<file path="config.mk">
export PLATFORM = sky130hd
export DESIGN_NAME = imem_loader
export DESIGN_NICKNAME = d
export VERILOG_FILES = /design/src/rtl/imem_loader.sv
export SDC_FILE = /design/constraint.sdc
export NUM_CORES = 1
export LEC_CHECK = 0
export CAP_MARGIN = 20
export CORE_ASPECT_RATIO = 0.9
export CORE_MARGIN = 3
export CORE_UTILIZATION = 55
export CTS_BUF_LIST = sky130_fd_sc_hd__clkbuf_8
export DETAILED_ROUTE_END_ITERATION = 12
export GPL_TIMING_DRIVEN = 0
export PLACE_DENSITY = 0.92
export RECOVER_POWER = 100
export SYNTH_ARGS = -nofsm -noshare
export SYNTH_HDL_FRONTEND = slang
export SYNTH_SLANG_ARGS = --single-unit
</file>
<file path="constraint.sdc">
create_clock -name clk -period 11.14 [get_ports clk]
set_input_delay 1.114 -clock clk [delete_from_list [all_inputs] [get_ports clk]]
set_output_delay 1.114 -clock clk [all_outputs]
set_load 0.05 [all_outputs]
</file>
<file path="src/rtl/imem_loader.sv">
// Boot loader for the instruction memory: parses a count/payload/checksum byte stream,
// writes each word to the memory port and releases the CPU reset only after a good image.
module imem_loader #(
    parameter int unsigned ADDR_W    = 32,
    parameter int unsigned MAX_WORDS = 256
) (
    input  logic              clk,
    input  logic              rst,
    input  logic [7:0]        rx_data,
    input  logic              rx_valid,
    output logic              rx_ready,
    input  logic              start,
    output logic              mem_we,
    output logic [ADDR_W-1:0] mem_addr,
    output logic [31:0]       mem_wdata,
    output logic              cpu_rst,
    output logic              busy,
    output logic              done,
    output logic              err,
    output logic [15:0]       words_loaded
);

    typedef enum logic [2:0] {
        StCntLo,
        StCntHi,
        StData,
        StCsum,
        StDone,
        StErr
    } state_e;

    state_e            state_q, state_d;
    logic [15:0]       cnt_q, cnt_d;
    logic [1:0]        lane_q, lane_d;
    logic [23:0]       buf_q, buf_d;
    logic [7:0]        csum_q, csum_d;
    logic [15:0]       words_q, words_d;
    logic              we_q, we_d;
    logic [ADDR_W-1:0] addr_q, addr_d;
    logic [31:0]       wdata_q, wdata_d;
    logic              busy_q, busy_d;
    logic              done_q, done_d;
    logic              err_q, err_d;
    logic              cpu_rst_q, cpu_rst_d;

    logic              accept;
    logic [15:0]       cnt_full;

    assign rx_ready = (state_q != StDone) && (state_q != StErr);
    assign accept   = rx_valid && rx_ready;
    // Count as it will be once the high byte lands; lets CNT_HI decide in the same cycle.
    assign cnt_full = {rx_data, cnt_q[7:0]};

    always_comb begin
        state_d   = state_q;
        cnt_d     = cnt_q;
        lane_d    = lane_q;
        buf_d     = buf_q;
        csum_d    = csum_q;
        words_d   = words_q;
        we_d      = 1'b0;
        addr_d    = addr_q;
        wdata_d   = wdata_q;
        busy_d    = busy_q;
        done_d    = done_q;
        err_d     = err_q;
        cpu_rst_d = cpu_rst_q;

        unique case (state_q)
            StCntLo: begin
                if (accept) begin
                    cnt_d[7:0] = rx_data;
                    busy_d     = 1'b1;
                    state_d    = StCntHi;
                end
            end
            StCntHi: begin
                if (accept) begin
                    cnt_d[15:8] = rx_data;
                    if (cnt_full == 16'd0) begin
                        state_d = StCsum;
                    end else if (32'(cnt_full) > MAX_WORDS) begin
                        state_d = StErr;
                        err_d   = 1'b1;
                        busy_d  = 1'b0;
                    end else begin
                        state_d = StData;
                    end
                end
            end
            StData: begin
                if (accept) begin
                    csum_d = csum_q ^ rx_data;
                    lane_d = lane_q + 2'd1;
                    unique case (lane_q)
                        2'd0: buf_d[7:0]   = rx_data;
                        2'd1: buf_d[15:8]  = rx_data;
                        2'd2: buf_d[23:16] = rx_data;
                        default: begin
                            we_d    = 1'b1;
                            addr_d  = ADDR_W'({words_q, 2'b00});
                            wdata_d = {rx_data, buf_q};
                            words_d = words_q + 16'd1;
                            if (words_q == cnt_q - 16'd1) begin
                                state_d = StCsum;
                            end
                        end
                    endcase
                end
            end
            StCsum: begin
                if (accept) begin
                    busy_d = 1'b0;
                    if (rx_data == csum_q) begin
                        state_d   = StDone;
                        done_d    = 1'b1;
                        cpu_rst_d = 1'b0;
                    end else begin
                        state_d = StErr;
                        err_d   = 1'b1;
                    end
                end
            end
            StDone, StErr: begin
                if (start) begin
                    state_d   = StCntLo;
                    done_d    = 1'b0;
                    err_d     = 1'b0;
                    words_d   = 16'd0;
                    csum_d    = 8'd0;
                    lane_d    = 2'd0;
                    cpu_rst_d = 1'b1;
                end
            end
            default: begin
                state_d = StCntLo;
            end
        endcase
    end

    always_ff @(posedge clk or posedge rst) begin
        if (rst) begin
            state_q   <= StCntLo;
            cnt_q     <= 16'd0;
            lane_q    <= 2'd0;
            buf_q     <= 24'd0;
            csum_q    <= 8'd0;
            words_q   <= 16'd0;
            we_q      <= 1'b0;
            addr_q    <= '0;
            wdata_q   <= 32'd0;
            busy_q    <= 1'b0;
            done_q    <= 1'b0;
            err_q     <= 1'b0;
            cpu_rst_q <= 1'b1;
        end else begin
            state_q   <= state_d;
            cnt_q     <= cnt_d;
            lane_q    <= lane_d;
            buf_q     <= buf_d;
            csum_q    <= csum_d;
            words_q   <= words_d;
            we_q      <= we_d;
            addr_q    <= addr_d;
            wdata_q   <= wdata_d;
            busy_q    <= busy_d;
            done_q    <= done_d;
            err_q     <= err_d;
            cpu_rst_q <= cpu_rst_d;
        end
    end

    assign mem_we       = we_q;
    assign mem_addr     = addr_q;
    assign mem_wdata    = wdata_q;
    assign cpu_rst      = cpu_rst_q;
    assign busy         = busy_q;
    assign done         = done_q;
    assign err          = err_q;
    assign words_loaded = words_q;

endmodule

</file>
Word level (Yosys, flattened, before mapping)
Index checks and enable logic that the tools add are counted.
Word-level totals
  memories: 0
  memory bits (writable): 0
  output and inout port bits: 86
  bits of input ports: 12
  logic and storage cells: 111
  ROM bits: 0
  flip-flop bits (word level): 122
  bits in latches: 0
Cells by class
  add/subtract/negate cells: 3
  reductions and logical operators: 23
  multipliers: 0
  $lt $le $gt $ge: 1
  divide/modulo/power cells: 0
  shift-type cells: 0
  equality and inequality tests: 22
  bitwise gates (word level): 2
  multiplexer cells: 44
Operator list (number)
  $mux W16: 3
  $pmux W16 S2: 1
  $mux W3: 9
  $ne A2 B2 Y1 const B: 11
  $mux W1: 20
  $add A16 B1 Y16 const B: 1
  $eq A16 B16 Y1: 1
  $gt A16 B9 Y1 const B: 1
  $logic_not A16 Y1: 1
  $mux W8: 2
  $pmux W8 S2: 1
  $sub A16 B1 Y16 const B: 1
  $pmux W3 S5: 1
  $reduce_and A3 Y1: 5
  $reduce_and A7 Y1: 2
  $eq A8 B8 Y1: 1
  $reduce_and A4 Y1: 2
  $xor A8 B8 Y8: 1
  $eq A3 B2 Y1 const B: 2
  $eq A3 B3 Y1 const B: 2
  $ne A3 B3 Y1 const B: 2
  $pmux W1 S3: 2
  $reduce_and A6 Y1: 1
  $reduce_bool A3 Y1: 2
  other kinds (15): 20

Longest topological paths before layout
  word-level depth: 6
  gate-level depth with buffers: 9
  depth with buffers taken out: 8

Worst setup path before layout
OpenSTA, ideal clock, no wires.
  path type: in2reg
  start: in rx_valid
  end: reg words_q[15], in the netlist words_loaded[15]
  data arrival time: 2372 ps
  cell stages on the path: 8
  slack: 8695 ps
  data required time: 11067 ps
  cell sequence: clkbuf_2 > nor4bb_1 > buf_2 > a21oi_1 > nor3_2 > nand3_1 > xor2_1 > nor2_1
On the way
  cells in the longest elaborated chain, start to end: 3
RTL lines
  start, declared: line 10  | input logic rx_valid,
  $logic_and A1 B1 Y1: line 50  | assign accept = rx_valid && rx_ready;
  $ne A2 B2 Y1 (no line)
  $reduce_and A4 Y1 (no line)
  end signal, assigned: line 162  | words_q <= words_d;
  end, declared: line 37  | logic [15:0] words_q, words_d;
Every way passes these cells.
A chain may end at the register's enable or synchronous reset.

==> metrics.md <==
| Metric | Value |
|---|---|
| Post-synthesis sequential area ratio | `0.5272` |
| Total GRT Usage | `0.2471` |
| Ports | `98` |
| Setup repair bufs after CTS | `0` |
| Routability Congestion | `0.8626` |
| Largest stage delay, worst path | `2.39 ns` |
| Slowest cell on crit path | `clkbuf_1` |
| Setup crit start | `rst` |
| Leading post-synthesis cells by cell area | `dfrtp_1 52%, nand2_1 12%, mux2_2 7.4%` |
| # setup viols final | `0` |
| Tcrit/Tclk final | `0.5146` |
| R2r startpoint | `state_q[1]` |
| Met3 usage | `0.06108` |
| Buf+Inv Stages, Crit Path | `3` |
| Syn avg cell area | `9.835 um^2` |
| Post-synth EDFFs | `0` |
| CTS-repair resized insts | `0` |
| Worst Path Required | `10.95 ns` |
| FF+latch count, synth | `122` |
| Max-cap viol count | `2` |
| Worst Hold Class | `reg2reg` |
| Post-detail-place hpwl | `9740 um` |
| Fillers | `719` |
| Most common cell in the netlist | `nand2_1` |
| Clock period minus worst slack | `5.732 ns` |
| TritonCTS buffer count | `17` |
| Least-Margin Pin Slew | `3.238 ns` |
| Total number of vias | `4,574` |
| CP delay by family, top | `buffers and inverters` |
| YS warnings | `0` |
| Fmax | `174.4 MHz` |
| Register area | `3054 um^2` |
| Clock Pin Slew Worst Setup and Hold Paths | `0.08 ns` |
| Met1 usage | `0.3306` |
| Synth area leader | `dfrtp_1` |
| RSZ-0062 raised after global routing | `no` |
| Outcome | `finished with violations` |
| Power Total | `1.268 mW` |
| Worst-skew pair later-pin latency | `0.44 ns` |
| First-pass GRT wire length | `22,780 um` |
| Post-Syn Area | `5793 um^2` |
| CP max FO | `63` |
| Final wirelength | `13,940 um` |
| CTS tree | `built` |
| Worst Path Arrival | `5.55 ns` |
| Rel. slew slack | `-1.159` |
| LEAKAGE | `3.680 nW` |
| Post-synthesis cell count | `589` |
| Failing checks | `max-capacitance violations, max-slew violations` |
| GR peak layer | `met2` |
| Min-delay src | `buf_q[2]` |
| Fin Clk Skew | `0.01645 ns` |
| N_diodes | `0` |
| Yosys top cell area share | `0.5227` |
| Via-to-Cell Ratio | `5.471` |
| Critical path cell sequence | `dlygate4sd3_1, clkinvlp_2, clkbuf_1` |
| Largest net degree at the start of global routing | `64` |
| # hold bufs at CTS | `0` |
| Vias in the first global route | `4,506` |
| Synthesis-to-layout area growth | `23.56%` |
| Footprint of the multi-input gates | `2497 um^2` |
| Drt first-iter violations | `328` |
| Fraction of layout cells with a size suffix above 1 | `0.1465` |
| IO buf count | `73` |
| Avg WL per Cell | `16.67 um` |
| Met2 usage | `0.3969` |
| H-Tree Depth | `4` |
| Die Footprint | `11,800 um^2` |
| Row cnt | `34` |
| CTS Root Cell | `clkbuf_8` |
| Synth cell count leaders | `187 x nand2_1, 121 x dfrtp_1, 38 x mux2_2, 33 x nor2_1, 30 x xor2_1` |
| Core Area | `9955 um^2` |
| Initial antenna violation count | `0` |
| Crit start category | `primary input` |
| Hold Vio Cnt, Final | `0` |
| Nets | `716` |
| Fin. max-slew vios | `125` |
| Grt ovf | `0` |
| Post-synth cell types | `58` |
| Async S/R FF share, synth | `1.000` |
| CP Class | `in2async` |
| Die W | `114.2 um` |
| Setup crit end kind | `async pin` |
| Power per standard cell area | `177.1 nW/um^2` |
| Die Height | `103.4 um` |
| Clock Sink Count | `122` |
| Setup_tns | `0 ns` |
| Main flop type after synthesis | `dfrtp_1` |
| VDD IR max | `144.9 uV` |
| Initial core utilization | `0.5820` |
| Detail Route Antenna Nets | `0` |
| Max Buffers Root-to-Sink | `2` |
| Number of remaining DRC errors | `0` |
| First drt pass iteration count | `6` |
## metal layers
metal,vias up,share of wire
li1,2123,-
met1,2223,0.42
met2,196,0.49
met3,32,0.070
met4,0,0.017
met5,-,0
## final cells by class
| cell class | count | area share |
|---|---|---|
| timing repair buffer | 74 | 0.1026 |
| clock buffer | 19 | 0.03653 |
| tap | 126 | 0.02202 |
| multi-input combinational | 429 | 0.3489 |
| inverter | 7 | 0.003845 |
| sequential | 122 | 0.4267 |
| clock inverter | 13 | 0.02360 |
| buffer | 46 | 0.03583 |
## through the flow
stage / instances / hold WS (ns) / cell area, um^2 / util / setup WS (ns)
CTS: 836 / 0.4690 / 7201 / 0.7234 / 8.085
floorplan: 604 / 0.4331 / 5849 / - / 6.785
global route: 836 / 0.4888 / 7158 / 0.7191 / 4.416
finish: 836 / 0.4704 / 7158 / 0.7191 / 5.408
global placement: 803 / 0.4436 / 6738 / 0.6768 / 5.321
detailed placement: 804 / 0.4534 / 6770 / 0.6801 / 7.771
## final timing paths
path	end	slack [ns]	cells past startpoint
worst max-delay path	cnt_q[2]	5.41	3
max in group clk	mem_wdata[9]	7.79	9
worst min-delay path	mem_wdata[2]	0.47	2
worst min register to register	mem_wdata[2]	0.47	2
worst max register to register	mem_wdata[9]	8.21	9
min in group asynchronous	buf_q[5]	1.84	2
## logic make-up after synthesis
family | share of synthesized area
buffers and inverters | 0.04967
adders and majority gates | 0.01512
AOI/OAI and AO/OA | 0.04838
xor gates and xnor gates | 0.06955
DFF | 0.5272
muxes | 0.07732
other | 0.0006473
and+or+nand+nor | 0.2121
## worst register-to-register path, delay by kind of cell (launching register included)
kind	cells	cell delay, ns
buffers and inverters	5	1.64
and+or+nand+nor	4	0.90
DFF	1	0.33
## cells in the final DEF (no fill, tap or decap), types with 3 or more instances in the layout
cell type,n
a21oi_1,5
dlygate4sd3_1,72
nor2_1,33
a211oi_1,3
clkbuf_8,20
buf_4,17
clkbuf_1,26
nor4_1,4
nand4_1,5
inv_1,7
dfrtp_1,121
xor2_1,30
nand2_1,187
mux2_2,38
o21ai_0,25
conb_1,16
bufinv_16,3
xnor2_1,16
nor3_1,6
clkinvlp_4,3
nand3_1,14
clkinv_4,5
ha_1,7
## registers in the layout (all words and copies together) (netlist names)
signal        cells
state_q           3
done              1
buf_q            24
cpu_rst           1
busy              1
mem_wdata        32
mem_addr         16
words_loaded     16
cnt_q            16
err               1
lane_q            2
mem_we            1
csum_q            8
## power breakdown
| group | total (mW) | internal [mW] | switching, mW | leakage [nW] |
|---|---|---|---|---|
| Sequential | 0.536 | 0.485 | 0.0514 | 1.66 |
| Combinational | 0.308 | 0.127 | 0.181 | 1.81 |
| Clock | 0.423 | 0.235 | 0.188 | 0.210 |
| Total | 1.27 | 0.847 | 0.421 | 3.68 |
Power figures use the tool's default switching activity.
